**src/rtl/osif_pkt_tx.sv**
```systemverilog
// ---------------------------------------------------------------------------
// osif_pkt_tx
// AXI4-Stream master that sends one result/status packet per accepted start:
// a fixed header word, then tx_len payload words pulled from an internal
// producer over a valid/ready port. TLAST marks the final beat. All M_AXIS_*
// outputs come from a single registered output stage that runs at full
// throughput.
//
// Ports
//   clk, reset                 rising-edge clock, synchronous active-high reset
//   tx_start / tx_len          packet request and payload word count
//   tx_busy / tx_done          packet in flight / one-cycle completion pulse
//   osif_*_din                 producer data, strobes and valid
//   osif_ready_dout            producer word taken this cycle (combinational)
//   M_AXIS_*                   stream master interface
//
// state  | meaning
// IDLE   | waiting for tx_start
// HEAD   | header word waiting for a free output register
// DATA   | moving producer words into the output register
// FLUSH  | last beat loaded, waiting for its handshake
// ---------------------------------------------------------------------------
module osif_pkt_tx #(
    parameter int unsigned           TBITS    = 64,
    parameter int unsigned           TBYTE    = 8,
    parameter int unsigned           LEN_BITS = 16,
    parameter logic [TBITS-1:0]      PKT_HEAD = 64'hefef9876cdcdff33
) (
    input  logic                clk,
    input  logic                reset,
    input  logic                tx_start,
    input  logic [LEN_BITS-1:0] tx_len,
    output logic                tx_busy,
    output logic                tx_done,
    input  logic [TBITS-1:0]    osif_data_din,
    input  logic [TBYTE-1:0]    osif_strb_din,
    input  logic                osif_valid_din,
    output logic                osif_ready_dout,
    output logic                M_AXIS_TVALID,
    input  logic                M_AXIS_TREADY,
    output logic [TBITS-1:0]    M_AXIS_TDATA,
    output logic [TBYTE-1:0]    M_AXIS_TKEEP,
    output logic                M_AXIS_TLAST
);

    typedef enum logic [1:0] {
        S_IDLE  = 2'd0,
        S_HEAD  = 2'd1,
        S_DATA  = 2'd2,
        S_FLUSH = 2'd3
    } state_t;

    localparam logic [LEN_BITS-1:0] LEN_ONE = LEN_BITS'(1);

    state_t              state_q, state_d;
    logic [LEN_BITS-1:0] len_q, len_d;
    logic [LEN_BITS-1:0] cnt_q, cnt_d;
    logic                busy_q, busy_d;
    logic                done_q, done_d;
    logic                tvalid_q, tvalid_d;
    logic [TBITS-1:0]    tdata_q, tdata_d;
    logic [TBYTE-1:0]    tkeep_q, tkeep_d;
    logic                tlast_q, tlast_d;

    logic load_ok;
    logic beat_fire;
    logic last_word;

    // The output register can take a new word when it is empty or its
    // current beat is leaving this cycle.
    assign load_ok   = !tvalid_q || M_AXIS_TREADY;
    assign beat_fire = tvalid_q && M_AXIS_TREADY;
    // Only meaningful in DATA, where len_q is never zero.
    assign last_word = (cnt_q == (len_q - LEN_ONE));

    always_ff @(posedge clk) begin
        if (reset) begin
            state_q  <= S_IDLE;
            len_q    <= '0;
            cnt_q    <= '0;
            busy_q   <= 1'b0;
            done_q   <= 1'b0;
            tvalid_q <= 1'b0;
            tdata_q  <= '0;
            tkeep_q  <= '0;
            tlast_q  <= 1'b0;
        end else begin
            state_q  <= state_d;
            len_q    <= len_d;
            cnt_q    <= cnt_d;
            busy_q   <= busy_d;
            done_q   <= done_d;
            tvalid_q <= tvalid_d;
            tdata_q  <= tdata_d;
            tkeep_q  <= tkeep_d;
            tlast_q  <= tlast_d;
        end
    end

    always_comb begin
        state_d         = state_q;
        len_d           = len_q;
        cnt_d           = cnt_q;
        busy_d          = busy_q;
        done_d          = 1'b0;
        tvalid_d        = tvalid_q;
        tdata_d         = tdata_q;
        tkeep_d         = tkeep_q;
        tlast_d         = tlast_q;
        osif_ready_dout = 1'b0;

        // A beat that leaves without a replacement empties the register;
        // any load below overrides this.
        if (beat_fire) begin
            tvalid_d = 1'b0;
        end

        case (state_q)
            S_IDLE: begin
                if (tx_start) begin
                    len_d   = tx_len;
                    cnt_d   = '0;
                    busy_d  = 1'b1;
                    state_d = S_HEAD;
                end
            end
            S_HEAD: begin
                if (load_ok) begin
                    tvalid_d = 1'b1;
                    tdata_d  = PKT_HEAD;
                    tkeep_d  = '1;
                    tlast_d  = (len_q == '0);
                    state_d  = (len_q == '0) ? S_FLUSH : S_DATA;
                end
            end
            S_DATA: begin
                osif_ready_dout = load_ok;
                if (osif_valid_din && load_ok) begin
                    tvalid_d = 1'b1;
                    tdata_d  = osif_data_din;
                    tkeep_d  = osif_strb_din;
                    tlast_d  = last_word;
                    cnt_d    = cnt_q + LEN_ONE;
                    if (last_word) begin
                        state_d = S_FLUSH;
                    end
                end
            end
            S_FLUSH: begin
                if (beat_fire && tlast_q) begin
                    tlast_d = 1'b0;
                    busy_d  = 1'b0;
                    done_d  = 1'b1;
                    state_d = S_IDLE;
                end
            end
            default: begin
                state_d = S_IDLE;
            end
        endcase
    end

    assign tx_busy       = busy_q;
    assign tx_done       = done_q;
    assign M_AXIS_TVALID = tvalid_q;
    assign M_AXIS_TDATA  = tdata_q;
    assign M_AXIS_TKEEP  = tkeep_q;
    assign M_AXIS_TLAST  = tlast_q;

endmodule
```
**config.mk**
```make
export PLATFORM = sky130hd
export DESIGN_NAME = osif_pkt_tx
export DESIGN_NICKNAME = d
export VERILOG_FILES = /design/src/rtl/osif_pkt_tx.sv
export SDC_FILE = /design/constraint.sdc
export NUM_CORES = 1
export LEC_CHECK = 0
export BUFFER_PORTS_ARGS = -buffer_cell sky130_fd_sc_hd__buf_2
export CAP_MARGIN = 20
export CORE_AREA = 8 8 106 108
export DETAILED_ROUTE_END_ITERATION = 8
export DIE_AREA = 0 0 114 116
export PLACE_DENSITY = 0.84
export SYNTH_ARGS = -nofsm -noshare
export SYNTH_HDL_FRONTEND = slang
export SYNTH_SLANG_ARGS = --single-unit
```
**constraint.sdc**
```tcl
create_clock -name clk -period 2.77 [get_ports clk]
set_clock_uncertainty 0.15 [all_clocks]
set_input_delay 0.4155 -clock clk [delete_from_list [all_inputs] [get_ports clk]]
set_output_delay 0.4155 -clock clk [all_outputs]
set_load 0.05 [all_outputs]
```
; Yosys cells after proc, flatten, opt, wreduce, memory -nomap -nowiden
; Index checks and enable logic that the tools add are counted.
[word_totals]
register_bits = 110
out_inout_bits = 77
word_cells = 67
[classes]
addsub = 2
eq_ne = 9
n_mux = 28
bitwise = 1
n_reduce_logical = 18
[ops]
columns = cell, count
row1 = 2-to-1 mux 64 bit, 2
row2 = case mux 64 bit (2 select lines), 1
row3 = 2-to-1 mux 16 bit, 2
row4 = case mux 16 bit (2 select lines), 1
row5 = adder 16 x 1 -> 16 bit (second input constant), 1
row6 = equality test 16 bit, 1
row7 = zero test 16 bit, 1
row8 = 2-to-1 mux 8 bit, 2
row9 = case mux 8 bit (2 select lines), 1
row10 = subtractor 16 x 1 -> 16 bit (second input constant), 1
row11 = 2-to-1 mux 1 bit, 10
row12 = 2-to-1 mux 2 bit, 5
row13 = inequality test 2 bit (second input constant), 5
row14 = AND reduction 3 bit, 3
row15 = case mux 2 bit (4 select lines), 1
row16 = nonzero test 2 bit, 3
row17 = AND reduction 5 bit, 1
row18 = equality test 2 bit (second input constant), 2
row19 = case mux 1 bit (2 select lines), 2
row20 = AND reduction 4 bit, 1
row21 = logical AND 1 bit, 3
row22 = case mux 1 bit (3 select lines), 1
row23 = nonzero test 3 bit, 1
row24 = equality test 2 x 1 -> 1 bit (second input constant), 1
row25 = 6 further kinds, 6

; Logic depth before layout (Yosys ltp)
[depth]
word_depth = 5
depth_mapped = 10
depth_no_buf = 9

; Worst setup path after synthesis
; OpenSTA, ideal clock, no wires.
[synth_timing]
path_kind = reg2reg
start = register len_q[0]
end = register state_q[1]
arrival_ps = 2146
path_slack_ps = 403
path_stages_with_launch = 10
synth_period_minus_slack_ps = 2367
cell_sequence = dfxtp_1 inv_1 ha_1 nor3b_2 nand2_2 mux2_2 o21a_1 nor4_4 a31o_2 mux2i_1
[synth_between]
elab_chain_len = 4
[synth_lines]
columns = item, line_no
row1 = start: declaration, 56  ; logic [LEN_BITS-1:0] len_q, len_d;
row2 = start signal: assignment, 89  ; len_q <= len_d;
row3 = subtractor 16 x 1 -> 16 bit, 74  ; assign last_word = (cnt_q == (len_q - LEN_ONE));
row4 = equality test 16 bit, 74
row5 = inequality test 2 bit (no line), -
row6 = AND reduction 5 bit (no line), -
row7 = end signal: assignment, 88  ; state_q <= state_d;
row8 = end: declaration, 55  ; state_t state_q, state_d;
; Every way passes these cells.
; A chain may end at the register's enable or synchronous reset.

; Final worst setup path
; Same ends and word-level chain as after synthesis.

==> impl_metrics.csv <==
group,metric,value,unit
critical_path,cp-start-kind,"register",
min_path,hold_class,"primary input to register",
finish,final_nets,777,
finish,diodes,0,
power,p_per_area,1236,nW/um^2
cts,cts_max_path_buffers,2,
place,pre_cts_slack,241.9,ps
run_status,status,"finished, final reports clean",
sta,setup_violations,0,
yosys,yosysSeqAreaShare,48.65,%
critical_path,worstRegToRegCells,9,
sta,relSlewSlack,36.14,%
critical_path,critPathCaptureType,"register",
cts,cts_setup_buffers,0,
finish,final_util,58.98,%
detailed_routing,wire_per_inst,16.16,um
sta,worstMarginPinSlew,957.8,ps
floorplanning,die_w,114,um
floorplanning,die_area,13220,um^2
yosys,synth-seq-cells,110,
power,p_leak,2.508,nW
detailed_routing,drt_pre_antenna_iters,5,
critical_path,r2r-start,"len_q[0]$_SDFFE_PP0P_",
min_path,hold_path_startpoint,"osif_data_din[5]",
cts,ctsRootBufferMaster,"clkbuf_8",
critical_path,cp_cell_sequence,"inv_1 > ha_1 > nor3b_2 > buf_4 > mux2_2 > o21a_1 > nor4_4 > a31o_2 > mux2i_1",
yosys,ys.flop_type,"dfxtp_1",
yosys,synth_cell_types,47,
cts,clock-sinks,110,
detailed_routing,finalWirelength,13120,um
critical_path,crit_fanout,6,
grt,antenna_found_initial,0,
grt,grt_pass1_wl,20880,um
sta,max_freq,393.9,MHz
yosys,ys_warn_count,0,
yosys,synth_common_cells,"110 x dfxtp_1, 101 x nor2_1, 54 x o22ai_1",
place,port_buffers,169,
floorplanning,dieHeight,116,um
critical_path,required,2920,ps
floorplanning,ios,170,
place,gp_congestion,0.8918,
yosys,synthTopCellsByArea,"dfxtp_1 49%, nor2_1 8.4%, o22ai_1 7.5%",
critical_path,critPathMaxStageDelay,440,ps
cts,clk_latency,370,ps
cts,h-tree-depth,3,
finish,drive_gt1_share,29.75,%
yosys,syn_area,4527,um^2
critical_path,cp.arrival,2690,ps
sta,rsz0062_at_grt,"false",
floorplanning,initial_core_util,47.41,%
grt,grt_usage,19.64,%
cts,ctsHoldBuffers,0,
floorplanning,core,9549,um^2
place,hpwl,9979,um
detailed_routing,drc_errors,0,
detailed_routing,antenna_left,0,
yosys,synth_cells,525,
grt,grt_max_degree,53,
floorplanning,rows,36,
critical_path,r2r_slack,230,ps
sta,finalHoldViolCount,0,
yosys,yosys.area.top_type_share,48.65,%
min_path,whs_path_depth,3,
power,worst_ir_drop_vdd,1.012,mV
run,maxCapViolations,0,
sta,period_share,91.64,%
critical_path,timing.rr.end,"state_q[1]$_SDFFE_PP0P_",
cts,cts.repair.resized,0,
detailed_routing,drt_first_iter_violations,217,
yosys,synth_area_leader_cell,"dfxtp_1",
place,dp_cells,798,
min_path,hold_end,"M_AXIS_TDATA[5]$_SDFFE_PP0P_",
finish,area_delta_synth_final,24.41,%
yosys,synth_most_common_cell,"dfxtp_1",
grt,grt_pass1_vias,4388,
yosys,async_flop_share,0,%
critical_path,critical_path_class,"register to register",
finish,finalNonFillerCells,812,
yosys,synth_fp_nets,626,
detailed_routing,viasPerCell,5.361,
yosys,synth.avg_cell_area,8.623,um^2
sta,drv_slew,0,
sta,fin_tns_setup,0,ps
finish,fillers,872,
cts,path_clk_slew,90,ps
critical_path,critPathSlowestCell,"dfxtp_1",
cts,cts_inserted_buffers,9,
yosys,synth_edf_count,0,
sta,layout_setup_ws,231.5,ps
grt,grt_overflow,0,
detailed_routing,vias,4353,
cts,cts_tree,"done",
sta,post-route-min-period,2538,ps
-- sequential cells by signal (all words and copies together) (netlist names) --
name / cells
len_q: 16
M_AXIS_TDATA: 64
M_AXIS_TKEEP: 8
M_AXIS_TVALID: 1
tx_busy: 1
state_q: 2
cnt_q: 16
M_AXIS_TLAST: 1
tx_done: 1
-- routing by layer --
metal / wire (um) / vias up / global-route usage, % / part of all wire [%]
met4: 255 / 0 / 8.518 / 1.9
met2: 6727 / 161 / 34.31 / 51
met1: 4854 / 2041 / 20.69 / 37
met3: 1286 / 23 / 7.660 / 9.8
li1: - / 2128 / - / -
met5: 0 / - / 0 / 0
-- cell usage in the layout, fill, tap and decap left out, drive strengths merged, types with 11 or more instances in the layout --
cell type    n
nand2       47
dfxtp      110
buf        177
a21oi       21
o22ai       54
xnor2       16
a22oi       20
nand3       12
xor2        19
nor2       101
clkbuf      11
-- final cells by class --
cell class                      instances  area (um^2)  share of cell area [%]
Multi-Input combinational cell        372         2160                   38.35
Clock inverter                          3        21.27                  0.3777
Tap cell                              133        166.4                   2.955
Inverter                                6        22.52                  0.3999
Timing Repair Buffer                  177        918.4                   16.31
Sequential cell                       110         2202                   39.10
Clock buffer                           11        141.4                   2.511
-- cells by family after synthesis --
group	count (synthesis)	synth area share [%]
AO/OA/AOI/OAI	118	16.67
XOR/XNOR	35	6.772
adder cells (fa/ha/maj)	8	2.211
buffers and inverters	43	3.787
flip-flops	110	48.65
multiplexers	3	0.6910
AND/OR/NAND/NOR	208	21.23
-- where the power goes --
part           internal [mW]  switching (mW)
Combinational           1.10            2.67
Sequential              2.03           0.293
Clock                  0.345           0.515
Total                   3.48            3.48
-- stage by stage --
| step | cell area (um^2) | total power [mW] | hold slack (ps) |
|---|---|---|---|
| 6_report | 5632 | 6.962 | 119.8 |
| 2_1_floorplan | 4527 | 5.258 | 311.2 |
| 3_5_place_dp | 5469 | 6.129 | 343.7 |
| 5_1_grt | 5632 | 7.372 | 108.6 |
| 3_3_place_gp | 5469 | 6.004 | 324.9 |
| 4_1_cts | 5632 | 6.986 | 109.3 |
-- worst max-delay path, delay by kind of cell (launching register included) --
family | cells | cell delay (ps)
AND/OR/NAND/NOR | 2 | 500
flip-flops | 1 | 440
multiplexers | 2 | 430
AO/OA/AOI/OAI | 2 | 420
buffers and inverters | 2 | 270
adder cells (fa/ha/maj) | 1 | 250
-- worst max-delay path by stage --
stage | from | end | cells past startpoint
CTS | len_q[0]$_SDFFE_PP0P_ | state_q[1]$_SDFFE_PP0P_ | 9
global route | state_q[0]$_SDFFE_PP0P_ | cnt_q[15]$_SDFFE_PP0P_ | 9
global placement | len_q[0]$_SDFFE_PP0P_ | state_q[1]$_SDFFE_PP0P_ | 9
detailed placement | len_q[0]$_SDFFE_PP0P_ | state_q[1]$_SDFFE_PP0P_ | 9
finish | len_q[0]$_SDFFE_PP0P_ | state_q[1]$_SDFFE_PP0P_ | 9
floorplan | len_q[0]$_SDFFE_PP0P_ | state_q[1]$_SDFFE_PP0P_ | 9
Note: power is estimated with default switching activity, not from simulation.
